### config.mk
export PLATFORM = sky130hd
export DESIGN_NAME = rtc_scan_display
export DESIGN_NICKNAME = d
export VERILOG_FILES = /design/src/rtl/rtc_scan_display.sv
export SDC_FILE = /design/constraint.sdc
export NUM_CORES = 1
export LEC_CHECK = 0
export CAP_MARGIN = 5
export CORE_AREA = 2 2 104 106
export CTS_CLUSTER_SIZE = 28
export DETAILED_ROUTE_END_ITERATION = 8
export DIE_AREA = 0 0 106 108
export GPL_TIMING_DRIVEN = 0
export PLACE_DENSITY_LB_ADDON = 0.2
export SLEW_MARGIN = 25
export SYNTH_ARGS = -nofsm -noshare
export SYNTH_HDL_FRONTEND = slang
export SYNTH_SLANG_ARGS = --single-unit
### constraint.sdc
create_clock -name clk -period 2.45 [get_ports clk]
set_clock_uncertainty 0.2 [all_clocks]
set_input_delay 0.3675 -clock clk [delete_from_list [all_inputs] [get_ports clk]]
set_output_delay 0.3675 -clock clk [all_outputs]
set_load 0.02 [all_outputs]
### src/rtl/rtc_scan_display.sv
// Time-multiplexed 7-segment driver for the six RTC BCD digits, with a frame snapshot and leading-zero blanking.
// Optional colon blink on dp: define RTC_SCAN_COLON_BLINK_EN.
module rtc_scan_display #(
    parameter int unsigned SCAN_DIV       = 1000,
    parameter int unsigned BLANK_CYC      = 4,
    parameter int unsigned LZ_SUPPRESS    = 1,
    parameter int unsigned SEG_ACTIVE_LOW = 0
) (
    input  logic       clk,
    input  logic       rst,
    input  logic [3:0] sl,
    input  logic [3:0] sm,
    input  logic [3:0] ml,
    input  logic [3:0] mm,
    input  logic [3:0] hl,
    input  logic [3:0] hm,
    output logic [6:0] seg,
    output logic       dp,
    output logic [5:0] dig_en,
    output logic       frame_start
);

    localparam int unsigned   CW        = (SCAN_DIV > 2) ? $clog2(SCAN_DIV) : 1;
    localparam logic [CW-1:0] CNT_LAST  = CW'(SCAN_DIV - 1);
    localparam logic [CW-1:0] CNT_BLANK = CW'(BLANK_CYC);
    localparam logic [6:0]    SEG_OFF   = (SEG_ACTIVE_LOW != 0) ? 7'h7F : 7'h00;
    localparam logic          DP_OFF    = (SEG_ACTIVE_LOW != 0);

    typedef enum logic [2:0] {
        SLOT_SL = 3'd0,
        SLOT_SM = 3'd1,
        SLOT_ML = 3'd2,
        SLOT_MM = 3'd3,
        SLOT_HL = 3'd4,
        SLOT_HM = 3'd5
    } slot_t;

    slot_t         idx, idx_next;
    logic [CW-1:0] cnt, cnt_next;
    logic          slot_end;
    logic          frame_end;

    logic [3:0] sh_sl, sh_sm, sh_ml, sh_mm, sh_hl, sh_hm;

    logic [3:0] cur_digit;
    logic [6:0] seg_raw;
    logic       dp_raw;
    logic [6:0] seg_next;
    logic       dp_next;
    logic [5:0] dig_en_next;

    always_comb begin
        slot_end  = (cnt == CNT_LAST);
        frame_end = slot_end && (idx == SLOT_HM);
        cnt_next  = slot_end ? '0 : cnt + 1'b1;
    end

    always_comb begin
        idx_next = idx;
        if (slot_end) begin
            unique case (idx)
                SLOT_SL: idx_next = SLOT_SM;
                SLOT_SM: idx_next = SLOT_ML;
                SLOT_ML: idx_next = SLOT_MM;
                SLOT_MM: idx_next = SLOT_HL;
                SLOT_HL: idx_next = SLOT_HM;
                SLOT_HM: idx_next = SLOT_SL;
                default: idx_next = SLOT_SL;
            endcase
        end
    end

    always_ff @(posedge clk or posedge rst) begin
        if (rst) begin
            cnt <= '0;
            idx <= SLOT_SL;
        end else begin
            cnt <= cnt_next;
            idx <= idx_next;
        end
    end

    // Inputs are only sampled at the frame boundary so a frame never mixes two times.
    always_ff @(posedge clk or posedge rst) begin
        if (rst) begin
            sh_sl <= '0;
            sh_sm <= '0;
            sh_ml <= '0;
            sh_mm <= '0;
            sh_hl <= '0;
            sh_hm <= '0;
        end else if (frame_end) begin
            sh_sl <= sl;
            sh_sm <= sm;
            sh_ml <= ml;
            sh_mm <= mm;
            sh_hl <= hl;
            sh_hm <= hm;
        end
    end

    always_comb begin
        cur_digit = '0;
        unique case (idx)
            SLOT_SL: cur_digit = sh_sl;
            SLOT_SM: cur_digit = sh_sm;
            SLOT_ML: cur_digit = sh_ml;
            SLOT_MM: cur_digit = sh_mm;
            SLOT_HL: cur_digit = sh_hl;
            SLOT_HM: cur_digit = sh_hm;
            default: cur_digit = '0;
        endcase
    end

    always_comb begin
        seg_raw = '0;
        case (cur_digit)
            4'd0:    seg_raw = 7'h7E;
            4'd1:    seg_raw = 7'h30;
            4'd2:    seg_raw = 7'h6D;
            4'd3:    seg_raw = 7'h79;
            4'd4:    seg_raw = 7'h33;
            4'd5:    seg_raw = 7'h5B;
            4'd6:    seg_raw = 7'h5F;
            4'd7:    seg_raw = 7'h70;
            4'd8:    seg_raw = 7'h7F;
            4'd9:    seg_raw = 7'h7B;
            default: seg_raw = 7'h00;
        endcase
        if ((LZ_SUPPRESS != 0) && (idx == SLOT_HM) && (sh_hm == 4'd0)) begin
            seg_raw = '0;
        end
    end

    always_comb begin
`ifdef RTC_SCAN_COLON_BLINK_EN
        dp_raw = ((idx == SLOT_ML) || (idx == SLOT_HL)) && !sh_sl[0];
`else
        dp_raw = 1'b0;
`endif
        seg_next    = seg_raw ^ SEG_OFF;
        dp_next     = dp_raw ^ DP_OFF;
        dig_en_next = (cnt >= CNT_BLANK) ? (6'b000001 << idx) : '0;
    end

    always_ff @(posedge clk or posedge rst) begin
        if (rst) begin
            seg         <= SEG_OFF;
            dp          <= 1'b0;
            dig_en      <= '0;
            frame_start <= 1'b0;
        end else begin
            seg         <= seg_next;
            dp          <= dp_next;
            dig_en      <= dig_en_next;
            frame_start <= frame_end;
        end
    end

endmodule

==> out/metrics.csv, run 1 <==
metric;value;unit
status;finished clean;
Syn Nets;230;
CTS tree;done;
flops & latches, synth;51;
hpwl dp;3.685;mm
die area;11450;um2
fin cells;380;
GRT Util Overall;9.936;%
met3 Use GR;2.592;%
Synth Warn #;0;
I/O pin count;41;
ant diodes;0;
most frequent cell after synthesis;dfrtp_1;
multi-input logic area;1131;um2
vias in the first global route;1618;
# DRC;0;
top achievable clock speed;431.3;MHz
Pleak;1.440;nW
maxcap violations;0;
CTS root buffer;clkbuf_8;
Synth area leaders;dfrtp_1 50%, mux2_4 11%, mux2_2 4.4%, mux2i_1 3.6%, ha_1 3.5%;
Clock Path Buffers;2;
Crit Path Max Fanout;10;
hold crit path type;reg2reg;
row count;37;
Reg clk slew, reported paths;0.09;ns
fillers;1031;
routability cong.;0.7122;
final core occ;31.33;%
Hold EP;cnt[0];
height of the die;108;um
IO Port Bufs;39;
routed wire length;5.137;mm
Skew-Pair Late Insertion Delay;0.31;ns
crit path DAT;2.35;ns
Tcrit/Tclk final;94.63;%
post-synth cell types;49;
CP startpoint;idx[0];
Final ANT Viol Nets;0;
Setup TNS;0;ns
R2R Setup Slk;0.13;ns
WS Path Type;reg2reg;
pin count of the biggest net entering global routing;52;
total grt overflow;0;
die width;106;um
Synth top area share;50.40;%
main flop type after synthesis;dfrtp_1;
Reg2Reg Depth;8;
pwr dens;460.0;nW/um2
sequential area share after synthesis;50.40;%
final hold viol count;0;
mapped cell area;2532;um2
Cells after Synth;197;
busiest grt layer;met2;
R2R Path Start;idx[0];
Post-synth ARST share;100.0;%
DR pass1 iterations;4;
Initial Utilization;24.75;%
CTS Buf Count;5;
Core Region;10230;um2
worst path required time;2.48;ns
Critical R2R Capture;seg[3];
drt wl/cell;13.52;um
post-placement cell count;372;
layout cell share with drive strength beyond 1;22.95;%
CTS resizes;0;
Mapped Avg Cell Area;12.85;um2
fin area;3206;um2
VDD IR max;0.0002499;V
first-pass GRT wire length;8.838;mm
number of synthesized flops with an enable pin;0;
initial DRC count;50;
clock sink count;51;
Max-Slew Margin vs Limit;56.22;%
final setup fails;0;
initial antenna violation count;0;
Max Slew Vio Count;0;
Slew @ Worst Pin;0.6566;ns
Global Route met1 Usage;14.34;%
Sequential cell area;1276;um2
CTS H-tree lvls;2;
via/cell ratio;4.087;
DR vias;1553;
Synth top cells by count;51 x dfrtp_1, 19 x mux2_4, 15 x nor2_1;
Worst Min Path Start;cnt[0];
startpoint type of the worst setup path;register;
RSZ-0062 raised after global routing;no;
Hold Crit Depth;1;
Tmin final;2.318;ns
Area growth, synth to finish;26.58;%
largest area contributor in the netlist;dfrtp_1;
dpl cell area;3095;um2
nets@finish;277;
met2 Use GR;14.38;%
Setup crit end kind;register;
routing by layer:
layer	vias up	share of wire [%]
li1	775	-
met2	30	43
met1	743	51
met5	-	0
met4	0	1.2
met3	5	4.8
cell usage in the layout, fill, tap and decap left out, types with 2 or more instances in the layout:
master | Yosys | final
a21oi_1 | 5 | 5
o21ai_1 | 2 | 2
mux2_2 | 10 | 10
buf_4 | 3 | 4
mux2_4 | 19 | 19
dfrtp_1 | 51 | 51
nor2_1 | 15 | 15
clkdlybuf4s50_1 | 0 | 39
nand2_1 | 5 | 5
inv_1 | 7 | 6
clkbuf_8 | 1 | 6
clkbuf_1 | 2 | 3
nand3_1 | 10 | 10
mux2i_1 | 9 | 9
nand2b_1 | 2 | 2
and3_1 | 2 | 2
o31ai_1 | 2 | 2
o21ai_0 | 7 | 7
xor2_1 | 6 | 6
ha_1 | 7 | 7
buf_12 | 2 | 2
nor3_1 | 2 | 2
power by group:
part	switching, mW	internal (mW)	total [mW]	leakage (nW)
Sequential	0	0.841	0.841	0.662
Combinational	0.0245	0.0366	0.0611	0.727
Clock	0.273	0.300	0.573	0.0513
Total	0.297	1.18	1.47	1.44
through the flow:
stage	total power, mW	hold slack, ns	setup WS, ns
after detailed placement	0.9214	0.2829	0.02719
after CTS	1.505	0.2951	0.1373
final	1.475	0.2892	0.1315
after global routing	1.537	0.3155	0.009164
after global placement	0.9207	0.2797	-0.4586
after floorplan	0.8734	0.2536	0.3110
how the worst max path moves through the flow:
stage,end,slack [ns],cells after the start
detailed placement,seg[0],0.03,9
global placement,sh_ml[2],-0.46,2
floorplan,seg[0],0.31,9
global route,seg[3],0.009,8
finish,seg[3],0.13,8
CTS,seg[0],0.14,9
what timing repair did:
item / in CTS / in global routing
setup endpoints to repair: 1 / 0
hold buffers: 0 / 0
setup buffers: 1 / 0
flip-flops by register name, indices dropped and copies added, names as in the netlist:
signal and cells:
sh_hl 4, sh_ml 4, sh_hm 4, sh_sm 4, seg 7, idx 3
cnt 10, dig_en 6, frame_start 1, sh_sl 4, sh_mm 4
cell type report:
type,count,share of cell area [%]
buffer,9,2.966
clock buffer,6,2.264
clock inverter,1,0.9368
inverter,8,1.015
multi-input combinational,129,35.28
sequential,51,39.81
tap,136,5.308
timing repair buffer,40,12.41
worst max-delay path, stage by stage, from the launching register on:
cell and delay [ns]:
dfrtp_1 0.40, clkbuf_8 0.17, buf_4 0.18, o21ai_0 0.21
o2bb2a_1 0.35, ha_1 0.32, inv_1 0.04, mux2_2 0.25
o21ai_1 0.12
kinds of logic after synthesis:
family | after synthesis | share of synthesized area [%]
flops | 51 | 50.40
simple gates | 49 | 11.22
mux | 39 | 20.16
compound gates | 26 | 7.263
buf+inv | 17 | 4.941
fa+ha+maj | 7 | 3.458
xor+xnor | 7 | 2.421
other cells | 1 | 0.1481
Note: power is estimated with default switching activity, not from simulation.
==> run 2, diff against run 1 <==
CTS_CLUSTER_SIZE = 30   (was 28)
==> results of run 2 <==
The final DEF is identical to that of run 1; final timing and power are the same.
